## config.mk

```make
export PLATFORM = sky130hd
export DESIGN_NAME = stream_hdr_dispatch
export DESIGN_NICKNAME = d
export VERILOG_FILES = /design/src/rtl/stream_hdr_dispatch_pkg.sv /design/src/rtl/stream_hdr_dispatch_payload_router.sv /design/src/rtl/stream_hdr_dispatch.sv
export SDC_FILE = /design/constraint.sdc
export NUM_CORES = 1
export LEC_CHECK = 0
export BUFFER_PORTS_ARGS = -buffer_cell sky130_fd_sc_hd__buf_2
export CAP_MARGIN = 25
export CORE_MARGIN = 2
export CORE_UTILIZATION = 55
export CTS_CLUSTER_DIAMETER = 60
export DETAILED_ROUTE_END_ITERATION = 16
export PLACE_DENSITY = 0.82
export SLEW_MARGIN = 10
export SYNTH_ARGS = -nofsm -noshare
export SYNTH_HDL_FRONTEND = slang
export SYNTH_SLANG_ARGS = --single-unit
```

## constraint.sdc

```tcl
create_clock -name clk -period 5.1 [get_ports clk]
set_input_delay 0.51 -clock clk [delete_from_list [all_inputs] [get_ports clk]]
set_output_delay 0.51 -clock clk [all_outputs]
set_load 0.05 [all_outputs]
```

## src/rtl/stream_hdr_dispatch_pkg.sv

```systemverilog
// ============================================================================
// Module  : stream_hdr_pkg
// Brief   : Shared parser states, default head words and head-compare mask
//           for stream_hdr_dispatch.
// Revision: 1.0 - initial release
// ============================================================================
`default_nettype none

package stream_hdr_pkg;

  typedef enum logic [2:0] {
    S_IDLE    = 3'd0,
    S_IHEAD2  = 3'd1,
    S_CFG     = 3'd2,
    S_DHEAD2  = 3'd3,
    S_PAYLOAD = 3'd4,
    S_DRAIN   = 3'd5
  } state_t;

  localparam logic [63:0] DEF_INST_HEAD = 64'hefef_123a_bbee_ff22;
  localparam logic [63:0] DEF_DATA_HEAD = 64'hefef_6543_dada_ff00;

  // The low byte of a data head carries the channel id and is excluded from the match.
  localparam int          CH_ID_BITS    = 8;
  localparam logic [63:0] DEF_HEAD_MASK = 64'hffff_ffff_ffff_ff00;

endpackage

`default_nettype wire

```

## src/rtl/stream_hdr_dispatch_payload_router.sv

```systemverilog
// ============================================================================
// Module  : payload_router
// Brief   : Routes FIFO word-available to the active payload channel and
//           selects that channel's read strobe as the FIFO pop.
// Revision: 1.0 - initial release
// ============================================================================
`default_nettype none

module payload_router #(
  parameter int NUM_CH  = 4,
  parameter int CH_BITS = 2
) (
  input  logic               i_en,
  input  logic [CH_BITS-1:0] i_ch,
  input  logic               i_empty_n,
  input  logic [NUM_CH-1:0]  i_ds_read,
  output logic [NUM_CH-1:0]  o_ds_empty_n,
  output logic               o_pop
);

  always_comb begin
    o_ds_empty_n = '0;
    o_pop        = 1'b0;
    for (int i = 0; i < NUM_CH; i++) begin
      if (i_en && (i_ch == CH_BITS'(i))) begin
        o_ds_empty_n[i] = i_empty_n;
        o_pop           = i_empty_n & i_ds_read[i];
      end
    end
  end

endmodule

`default_nettype wire

```

## src/rtl/stream_hdr_dispatch.sv

```systemverilog
// ============================================================================
// Module  : stream_hdr_dispatch
// Brief   : Parses instruction packets into config registers and routes data
//           packet payloads to one of NUM_CH downstream channels.
// Revision: 1.0 - initial release
// ============================================================================
`default_nettype none

module stream_hdr_dispatch
  import stream_hdr_pkg::*;
#(
  parameter int               TBITS     = 64,
  parameter int               NUM_CFG   = 3,
  parameter int               NUM_CH    = 4,
  parameter int               CH_BITS   = 2,
  parameter int               CNT_BITS  = 16,
  parameter logic [TBITS-1:0] INST_HEAD = TBITS'(DEF_INST_HEAD),
  parameter logic [TBITS-1:0] DATA_HEAD = TBITS'(DEF_DATA_HEAD)
) (
  input  logic                     clk,
  input  logic                     reset,
  input  logic [TBITS-1:0]         fifo_data_din,
  input  logic                     fifo_last_din,
  input  logic                     fifo_empty_n_din,
  output logic                     fifo_read_dout,
  output logic [NUM_CFG*TBITS-1:0] cfg_words,
  output logic                     start_pulse,
  output logic [TBITS-1:0]         ds_data,
  output logic                     ds_last,
  output logic [NUM_CH-1:0]        ds_empty_n,
  input  logic [NUM_CH-1:0]        ds_read,
  output logic [CH_BITS-1:0]       ds_ch,
  output logic [NUM_CH-1:0]        payload_done,
  output logic [CNT_BITS-1:0]      pkt_cnt,
  output logic                     busy,
  output logic                     hdr_err,
  output logic                     cfg_err
);

  localparam int                      c_IDX_BITS  = (NUM_CFG > 1) ? $clog2(NUM_CFG) : 1;
  localparam logic [c_IDX_BITS-1:0]   c_IDX_LAST  = c_IDX_BITS'(NUM_CFG - 1);
  localparam logic [TBITS-1:0]        c_HEAD_MASK = ~TBITS'({CH_ID_BITS{1'b1}});

  state_t                  r_state;
  state_t                  w_state_nxt;
  logic [CH_ID_BITS-1:0]   r_ch_tmp;
  logic [c_IDX_BITS-1:0]   r_idx;
  logic [TBITS-1:0]        r_shadow [NUM_CFG];
  logic [NUM_CFG*TBITS-1:0] r_cfg_words;
  logic                    r_start;
  logic                    r_hdr_err;
  logic                    r_cfg_err;
  logic [NUM_CH-1:0]       r_done;
  logic [CH_BITS-1:0]      r_ds_ch;
  logic [CNT_BITS-1:0]     r_pkt_cnt;

  logic w_pop;
  logic w_is_inst;
  logic w_is_data;
  logic w_ch_ok;
  logic w_idx_last;
  logic w_route_en;
  logic w_route_pop;
  logic w_hdr_err_ev;
  logic w_cfg_err_ev;
  logic w_cfg_wr;
  logic w_commit;
  logic w_latch_ch;
  logic w_pay_start;
  logic w_pay_pop;

  assign w_is_inst  = (fifo_data_din == INST_HEAD);
  assign w_is_data  = ((fifo_data_din & c_HEAD_MASK) == (DATA_HEAD & c_HEAD_MASK));
  assign w_ch_ok    = (32'(r_ch_tmp) < 32'(NUM_CH));
  assign w_idx_last = (r_idx == c_IDX_LAST);
  assign w_route_en = (r_state == S_PAYLOAD) && !reset;
  assign w_pop      = fifo_read_dout & fifo_empty_n_din;

  payload_router #(
    .NUM_CH  (NUM_CH),
    .CH_BITS (CH_BITS)
  ) u_payload_router (
    .i_en         (w_route_en),
    .i_ch         (r_ds_ch),
    .i_empty_n    (fifo_empty_n_din),
    .i_ds_read    (ds_read),
    .o_ds_empty_n (ds_empty_n),
    .o_pop        (w_route_pop)
  );

  always_ff @(posedge clk) begin
    if (reset) r_state <= S_IDLE;
    else       r_state <= w_state_nxt;
  end

  always_comb begin
    w_state_nxt = r_state;
    if (w_pop) begin
      case (r_state)
        S_IDLE: begin
          if (w_is_inst && !fifo_last_din)      w_state_nxt = S_IHEAD2;
          else if (w_is_data && !fifo_last_din) w_state_nxt = S_DHEAD2;
          else if (!fifo_last_din)              w_state_nxt = S_DRAIN;
        end
        S_IHEAD2: begin
          if (w_is_inst && fifo_last_din) w_state_nxt = S_CFG;
          else if (fifo_last_din)         w_state_nxt = S_IDLE;
          else                            w_state_nxt = S_DRAIN;
        end
        S_CFG: begin
          if (fifo_last_din)   w_state_nxt = S_IDLE;
          else if (w_idx_last) w_state_nxt = S_DRAIN;
        end
        S_DHEAD2: begin
          if (w_is_data && fifo_last_din) w_state_nxt = w_ch_ok ? S_PAYLOAD : S_DRAIN;
          else if (fifo_last_din)         w_state_nxt = S_IDLE;
          else                            w_state_nxt = S_DRAIN;
        end
        S_PAYLOAD, S_DRAIN: begin
          if (fifo_last_din) w_state_nxt = S_IDLE;
        end
        default: w_state_nxt = S_IDLE;
      endcase
    end
  end

  // Outside the payload phase every available word is popped immediately.
  always_comb begin
    fifo_read_dout = 1'b0;
    w_hdr_err_ev   = 1'b0;
    w_cfg_err_ev   = 1'b0;
    w_cfg_wr       = 1'b0;
    w_commit       = 1'b0;
    w_latch_ch     = 1'b0;
    w_pay_start    = 1'b0;
    w_pay_pop      = 1'b0;
    if (!reset) begin
      fifo_read_dout = (r_state == S_PAYLOAD) ? w_route_pop : fifo_empty_n_din;
    end
    case (r_state)
      S_IDLE: begin
        w_latch_ch   = w_pop && w_is_data && !fifo_last_din;
        w_hdr_err_ev = w_pop && !((w_is_inst || w_is_data) && !fifo_last_din);
      end
      S_IHEAD2: begin
        w_hdr_err_ev = w_pop && !(w_is_inst && fifo_last_din);
      end
      S_CFG: begin
        w_cfg_wr     = w_pop;
        w_commit     = w_pop && w_idx_last && fifo_last_din;
        w_cfg_err_ev = w_pop && (w_idx_last ^ fifo_last_din);
      end
      S_DHEAD2: begin
        w_pay_start  = w_pop && w_is_data && fifo_last_din && w_ch_ok;
        w_hdr_err_ev = w_pop && !(w_is_data && fifo_last_din && w_ch_ok);
      end
      S_PAYLOAD: begin
        w_pay_pop = w_pop;
      end
      default: ;
    endcase
  end

  always_ff @(posedge clk) begin
    if (reset) begin
      r_ch_tmp    <= '0;
      r_idx       <= '0;
      r_cfg_words <= '0;
      r_start     <= 1'b0;
      r_hdr_err   <= 1'b0;
      r_cfg_err   <= 1'b0;
      r_done      <= '0;
      r_ds_ch     <= '0;
      r_pkt_cnt   <= '0;
      for (int k = 0; k < NUM_CFG; k++) r_shadow[k] <= '0;
    end else begin
      r_start   <= w_commit;
      r_hdr_err <= w_hdr_err_ev;
      r_cfg_err <= w_cfg_err_ev;
      for (int i = 0; i < NUM_CH; i++) begin
        r_done[i] <= w_pay_pop && fifo_last_din && (r_ds_ch == CH_BITS'(i));
      end

      if (w_latch_ch) r_ch_tmp <= fifo_data_din[CH_ID_BITS-1:0];

      if (w_cfg_wr) begin
        r_shadow[r_idx] <= fifo_data_din;
        r_idx           <= r_idx + 1'b1;
      end else if (r_state != S_CFG) begin
        r_idx <= '0;
      end

      // The final config word goes straight from the FIFO into the committed set.
      if (w_commit) begin
        for (int k = 0; k < NUM_CFG - 1; k++) r_cfg_words[k*TBITS +: TBITS] <= r_shadow[k];
        r_cfg_words[(NUM_CFG-1)*TBITS +: TBITS] <= fifo_data_din;
      end

      if (w_pay_start) begin
        r_ds_ch   <= r_ch_tmp[CH_BITS-1:0];
        r_pkt_cnt <= '0;
      end else if (w_pay_pop && (r_pkt_cnt != '1)) begin
        r_pkt_cnt <= r_pkt_cnt + 1'b1;
      end
    end
  end

  assign cfg_words    = r_cfg_words;
  assign start_pulse  = r_start;
  assign ds_data      = fifo_data_din;
  assign ds_last      = fifo_last_din;
  assign ds_ch        = r_ds_ch;
  assign payload_done = r_done;
  assign pkt_cnt      = r_pkt_cnt;
  assign busy         = (r_state != S_IDLE);
  assign hdr_err      = r_hdr_err;
  assign cfg_err      = r_cfg_err;

endmodule

`default_nettype wire

```

# Word-level counts from Yosys, hierarchy flattened
# Memories as Yosys holds them, arrays and structs flattened. A register that Yosys moved wholly into a read port is not among the register bits.
# Cells that the tools add are included.
[classes]
n_addsub = 2
magnitude_cmp = 1
n_eq_ne = 16
muxes = 37
bitwise_logic = 7
reduce_logical = 42
[op_table]
columns = ["operator", "count"]
rows = [
  ["$eq 64x64->1 const B", 1],
  ["$mux 64", 1],
  ["$reduce_or 64->1", 1],
  ["$eq 56x56->1 const B", 1],
  ["$logic_and 1x1->1", 27],
  ["$mux 3", 9],
  ["$mux 1", 22],
  ["$add 16x1->16 const B", 1],
  ["$ne 16x16->1 const B", 1],
  ["$pmux 3 s5", 1],
  ["$lt 8x3->1 const B", 1],
  ["$eq 2x2->1 const B", 3],
  ["$eq 3x2->1 const B", 2],
  ["$eq 3x3->1 const B", 2],
  ["$mux 2", 3],
  ["$reduce_or 2->1", 3],
  ["$and 1x1->1", 5],
  ["$logic_not 1->1", 5],
  ["$ne 4x4->1 const B", 1],
  ["$reduce_and 4->1", 1],
  ["$eq 3x1->1 const B", 1],
  ["$logic_not 3->1", 1],
  ["$ne 3x2->1 const B", 1],
  ["$ne 3x3->1 const B", 1],
  ["10 further kinds", 10],
]
[word_totals]
reg_bits = 230
mem_bits_rw = 192
out_inout_bits = 288
memories = 1
[memory_table]
columns = ["memory", "words", "width", "read_ports", "rd_clocked_by_memory_dff", "wr", "line", "text"]
rows = [
  ["r_shadow", 3, 64, 2, 2, 3, "stream_hdr_dispatch.sv:48", "logic [TBITS-1:0] r_shadow [NUM_CFG];"],
]

# Depth between registers and ports, before layout
[logic_depth]
ltp_word = 16
ltp_mapped = 9

# Hierarchy
# From an unflattened synthesis, not the netlist that was laid out.
[unflattened]
hier_cells = 1428
hier_area_um2 = 14005.9
[modules_own_cells]
columns = ["module", "n_inst", "cells_per_inst", "area_per_inst_um2"]
rows = [
  ["stream_hdr_dispatch", 1, 1421, 13935.9],
  ["payload_router", 1, 7, 70.1],
]

# Worst setup path before layout
# No wires, ideal clock.
[synth_timing]
path_type = "register to register"
from = "reg r_ds_ch[1] (netlist: ds_ch[1])"
to = "mem r_shadow[0][0] (enable)"
arrival_ns = 3.243
required_time_ns = 4.674
slack_ns = 1.431
path_stages_with_launch = 8
path_buffers = 2
synth_period_minus_slack_ns = 3.669
cell_sequence = "dfxtp_1 buf_2 mux2_1 a222oi_1 nand2b_1 nor3_1 clkbuf_1 or2_1"
[synth_rtl]
columns = ["item", "line", "text"]
rows = [
  ["start: declaration", "stream_hdr_dispatch.sv:54", "logic [CH_BITS-1:0] r_ds_ch;"],
  ["start signal: assignment", "stream_hdr_dispatch.sv:200", "r_ds_ch <= r_ch_tmp[CH_BITS-1:0];"],
  ["end: declaration", "stream_hdr_dispatch.sv:48", ""],
]

# Worst setup path in the final report
[layout_timing]
from = "reg r_state[2]"
to = "out fifo_read_dout"
[layout_via]
elab_chain_len = 9
elab_cells_between_ends = 12
[layout_rtl]
columns = ["item", "line", "text"]
rows = [
  ["start: declaration", "stream_hdr_dispatch.sv:44", "state_t r_state;"],
  ["start signal: assignment", "stream_hdr_dispatch.sv:93", "else r_state <= w_state_nxt;"],
  ["$eq 3x3->1 (*)", "stream_hdr_dispatch.sv:76, stream_hdr_dispatch.sv:138", ""],
  ["$logic_and 1x1->1", "stream_hdr_dispatch.sv:76", "assign w_route_en = (r_state == S_PAYLOAD) && !reset;"],
  ["$logic_and 1x1->1", "stream_hdr_dispatch_payload_router.sv:25", "if (i_en && (i_ch == CH_BITS'(i))) begin"],
  ["$mux 1 (4 in series)", "stream_hdr_dispatch_payload_router.sv:25", ""],
  ["$mux 1 (*)", "stream_hdr_dispatch.sv:138", "fifo_read_dout = (r_state == S_PAYLOAD) ? w_route_pop : fifo_empty_n_din;"],
  ["$mux 1 (*)", "stream_hdr_dispatch.sv:137", "if (!reset) begin"],
  ["end: declaration", "stream_hdr_dispatch.sv:25", "output logic fifo_read_dout,"],
]
# Mark *: on every way between the ends. The rest lies on a longest branch, timed or not.

==> results_dict.tcl <==
set metrics [dict create \
    p_leak_nw 6.81 \
    root_buffer "clkbuf_16" \
    ys_seq_area_frac 0.597 \
    synthTopCellsByArea "dfxtp_1, edfxtp_1, nand2_1" \
    clock-sinks 358 \
    maxSlewHeadroom 0.323 \
    synthArstFlopShare 0 \
    antenna_found_initial 0 \
    clkTransAtPathRegs_ps 60 \
    fin_total_pwr_mw 6.00 \
    synth-edff-count 128 \
    pin_count 360 \
    outcome "complete, no violations" \
    drt-total-wl_mm 37.8 \
    grt_pass1_vias 10906 \
    fmax_mhz 270 \
    die_x_microns 164 \
    drive_gt1_frac 0.260 \
    cts_buffers 38 \
    hp-class "in2reg" \
    fin_nets 1795 \
    coreArea_sq_um 25300 \
    design_area_sq_um 16900 \
    cp_slowest_stage_delay_ps 640 \
    utilization 0.669 \
    clock_skew_ps 23.1 \
    ys_ff_latch 358 \
    synth_top_area_frac 0.325 \
    syn_area_sq_um 14200 \
    hpwlAfterDp_mm 23.9 \
    drc 0 \
    clock_latency_ps 520 \
    crit_required_ps 4590 \
    slowest_stage "a222oi_1" \
    synth-compound-area-share 0.0931 \
    rows 58 \
    final_cells 2076 \
    placed_area_sq_um 15600 \
    pre_cts_ws_ps 1920 \
    synthSimpleGateAreaFrac 0.230 \
    crit_path_cell_trace "or3b_1, a222oi_1, nand2b_1, inv_2, buf_2" \
    final.min_clock_period_ps 3700 \
    yosys_warnings 0 \
    cts_setup_buffers 0 \
    slew_violations 0 \
    dieArea_sq_um 27000 \
    ff2ff_setup_slack_ps 1810 \
    drtAntennaViolNets 0 \
    setup_slack_ps 1400 \
    cts_tree "built" \
    fin_crit_sh 0.726 \
    reg2reg_from "r_state[2]" \
    overflow 0 \
    ys.flop_type "dfxtp_1" \
    via_count 11380 \
    start_util 0.561 \
    antennaDiodeCount 0 \
    cts.path.max_buffers 3 \
    tightest_slew_ps 1020 \
    layout_commonest_cell "nand2_1" \
    critical_path_class "reg2out" \
    cts_hold_buf 0 \
    reg2reg_to "r_shadow[1][62]" \
    synth_top_area_cell "dfxtp_1" \
    syn_inst 1463 \
    syn_nets 1540 \
    dp.cells 2005 \
    drt_iter0_markers 963 \
    avgViaCountPerCell 5.48 \
    synth_xor_area_frac 0.00495 \
    drtPass1Iterations 5 \
    critPathArrivalTime_ps 3190 \
    avgSynthCellArea_sq_um 9.68 \
    grt_use_total 0.270 \
    io_buffers 359 \
    synth_cell_types 64 \
    cp-start-kind "register" \
    critical_path.max_fanout 12 \
    synth_top_family_by_area "simple AND/OR/NAND/NOR gates" \
    ir_drop_mv 0.223 \
    wl_per_cell_microns 18.2 \
    cts_resized 0 \
    r2r_cells 5 \
    powerDensity_nw_per_um2 355 \
    endpoint_kind "primary output" \
    htree_levels 2 \
    rsz0062_at_grt "false" \
    synth.mux.area_fraction 0.00583 \
    grt_pass1_wl_mm 57.6 \
    most-common-layout-cells "nand2_1, buf_2, dfxtp_1, a21oi_1" \
    final-hold-violation-count 0 \
    finalSetupViolations 0 \
    fin_tns_setup_ps 0 \
    place_congestion 0.881 \
    synth_adder_area_share 0.00442 \
    die_h_microns 164 \
    grt_max_degree 105 \
    cap_violations 0 \
    areaGrowthSynthToFinish_pct 19.3 \
    cp-startpoint "r_state[2]" \
    hold_slack_ps 276 \
    crit_end "fifo_read_dout" \
]
cell type report:
type                       instances  area (sq um)
inverter                          13          48.8
multi-input combinational        936          4820
timing repair buffer             371          1990
sequential                       358          8450
fill                            1969          8360
tap                              330           413
clock inverter                     9          56.3
clock buffer                      59          1120
worst min path at each step:
stage	startpoint	to	slack [ps]	cells after the start
floorplan	r_ch_tmp[0]	r_ch_tmp[0]	440	2
global placement	cfg_words[160]	cfg_words[160]	440	2
detailed placement	cfg_words[69]	cfg_words[69]	440	2
CTS	fifo_data_din[12]	cfg_words[140]	260	3
global route	fifo_data_din[14]	cfg_words[142]	280	3
finish	fifo_data_din[23]	cfg_words[151]	280	3
where the power goes:
group / leakage, nW / internal, mW / switching, mW / total, mW
combinational: 3.06 / 0.0824 / 0.283 / 0.366
clock: 0.580 / 1.52 / 1.09 / 2.60
sequential: 3.18 / 3.01 / 0.0227 / 3.03
critical path, delay by kind of cell, from the launching register on:
| kind | cells | cell delay (ps) |
|---|---|---|
| compound gates | 1 | 640 |
| simple gates | 2 | 950 |
| buf+inv | 2 | 510 |
| flops | 1 | 590 |
cell usage after synthesis (2+ instances only):
library cell	n
a211oi_1	3
a21oi_1	207
a21oi_2	2
and2_1	128
and3_1	2
and4_1	4
buf_1	5
buf_2	23
buf_4	65
clkbuf_1	62
dfxtp_1	230
edfxtp_1	128
ha_1	5
inv_1	12
mux2i_1	6
nand2_1	406
nand2b_1	4
nand3_1	12
nand3b_1	2
nand4_1	23
nand4_2	2
nand4b_1	7
nor2_1	15
nor2_2	8
nor2b_1	4
nor3_1	16
nor4_1	8
nor4_4	2
nor4bb_1	3
o211ai_1	2
o21ai_0	9
o31ai_1	9
or2_1	2
or2_2	2
or3_1	6
or4_1	4
or4bb_1	2
xor2_1	7
state kept, by name, summed over array words and instances (netlist names):
register and count:
hdr_err 1, pkt_cnt 16, r_state 3, r_ch_tmp 8
payload_done 4, cfg_words 192, cfg_err 1, ds_ch 2
r_idx 2, r_shadow 128, start_pulse 1
cells by family after synthesis:
logic type | Yosys count
mux | 8
simple gates | 672
buf+inv | 169
flops | 358
xor+xnor | 8
fa+ha+maj | 5
compound gates | 243
metal layers:
metal,global-route usage,vias to the layer above,share of wire
met4,0.104,0,0.037
met2,0.451,511,0.48
met1,0.347,5386,0.40
met5,0,-,0
met3,0.0545,100,0.076
li1,-,5383,-
Note: power is estimated with default switching activity, not from simulation.
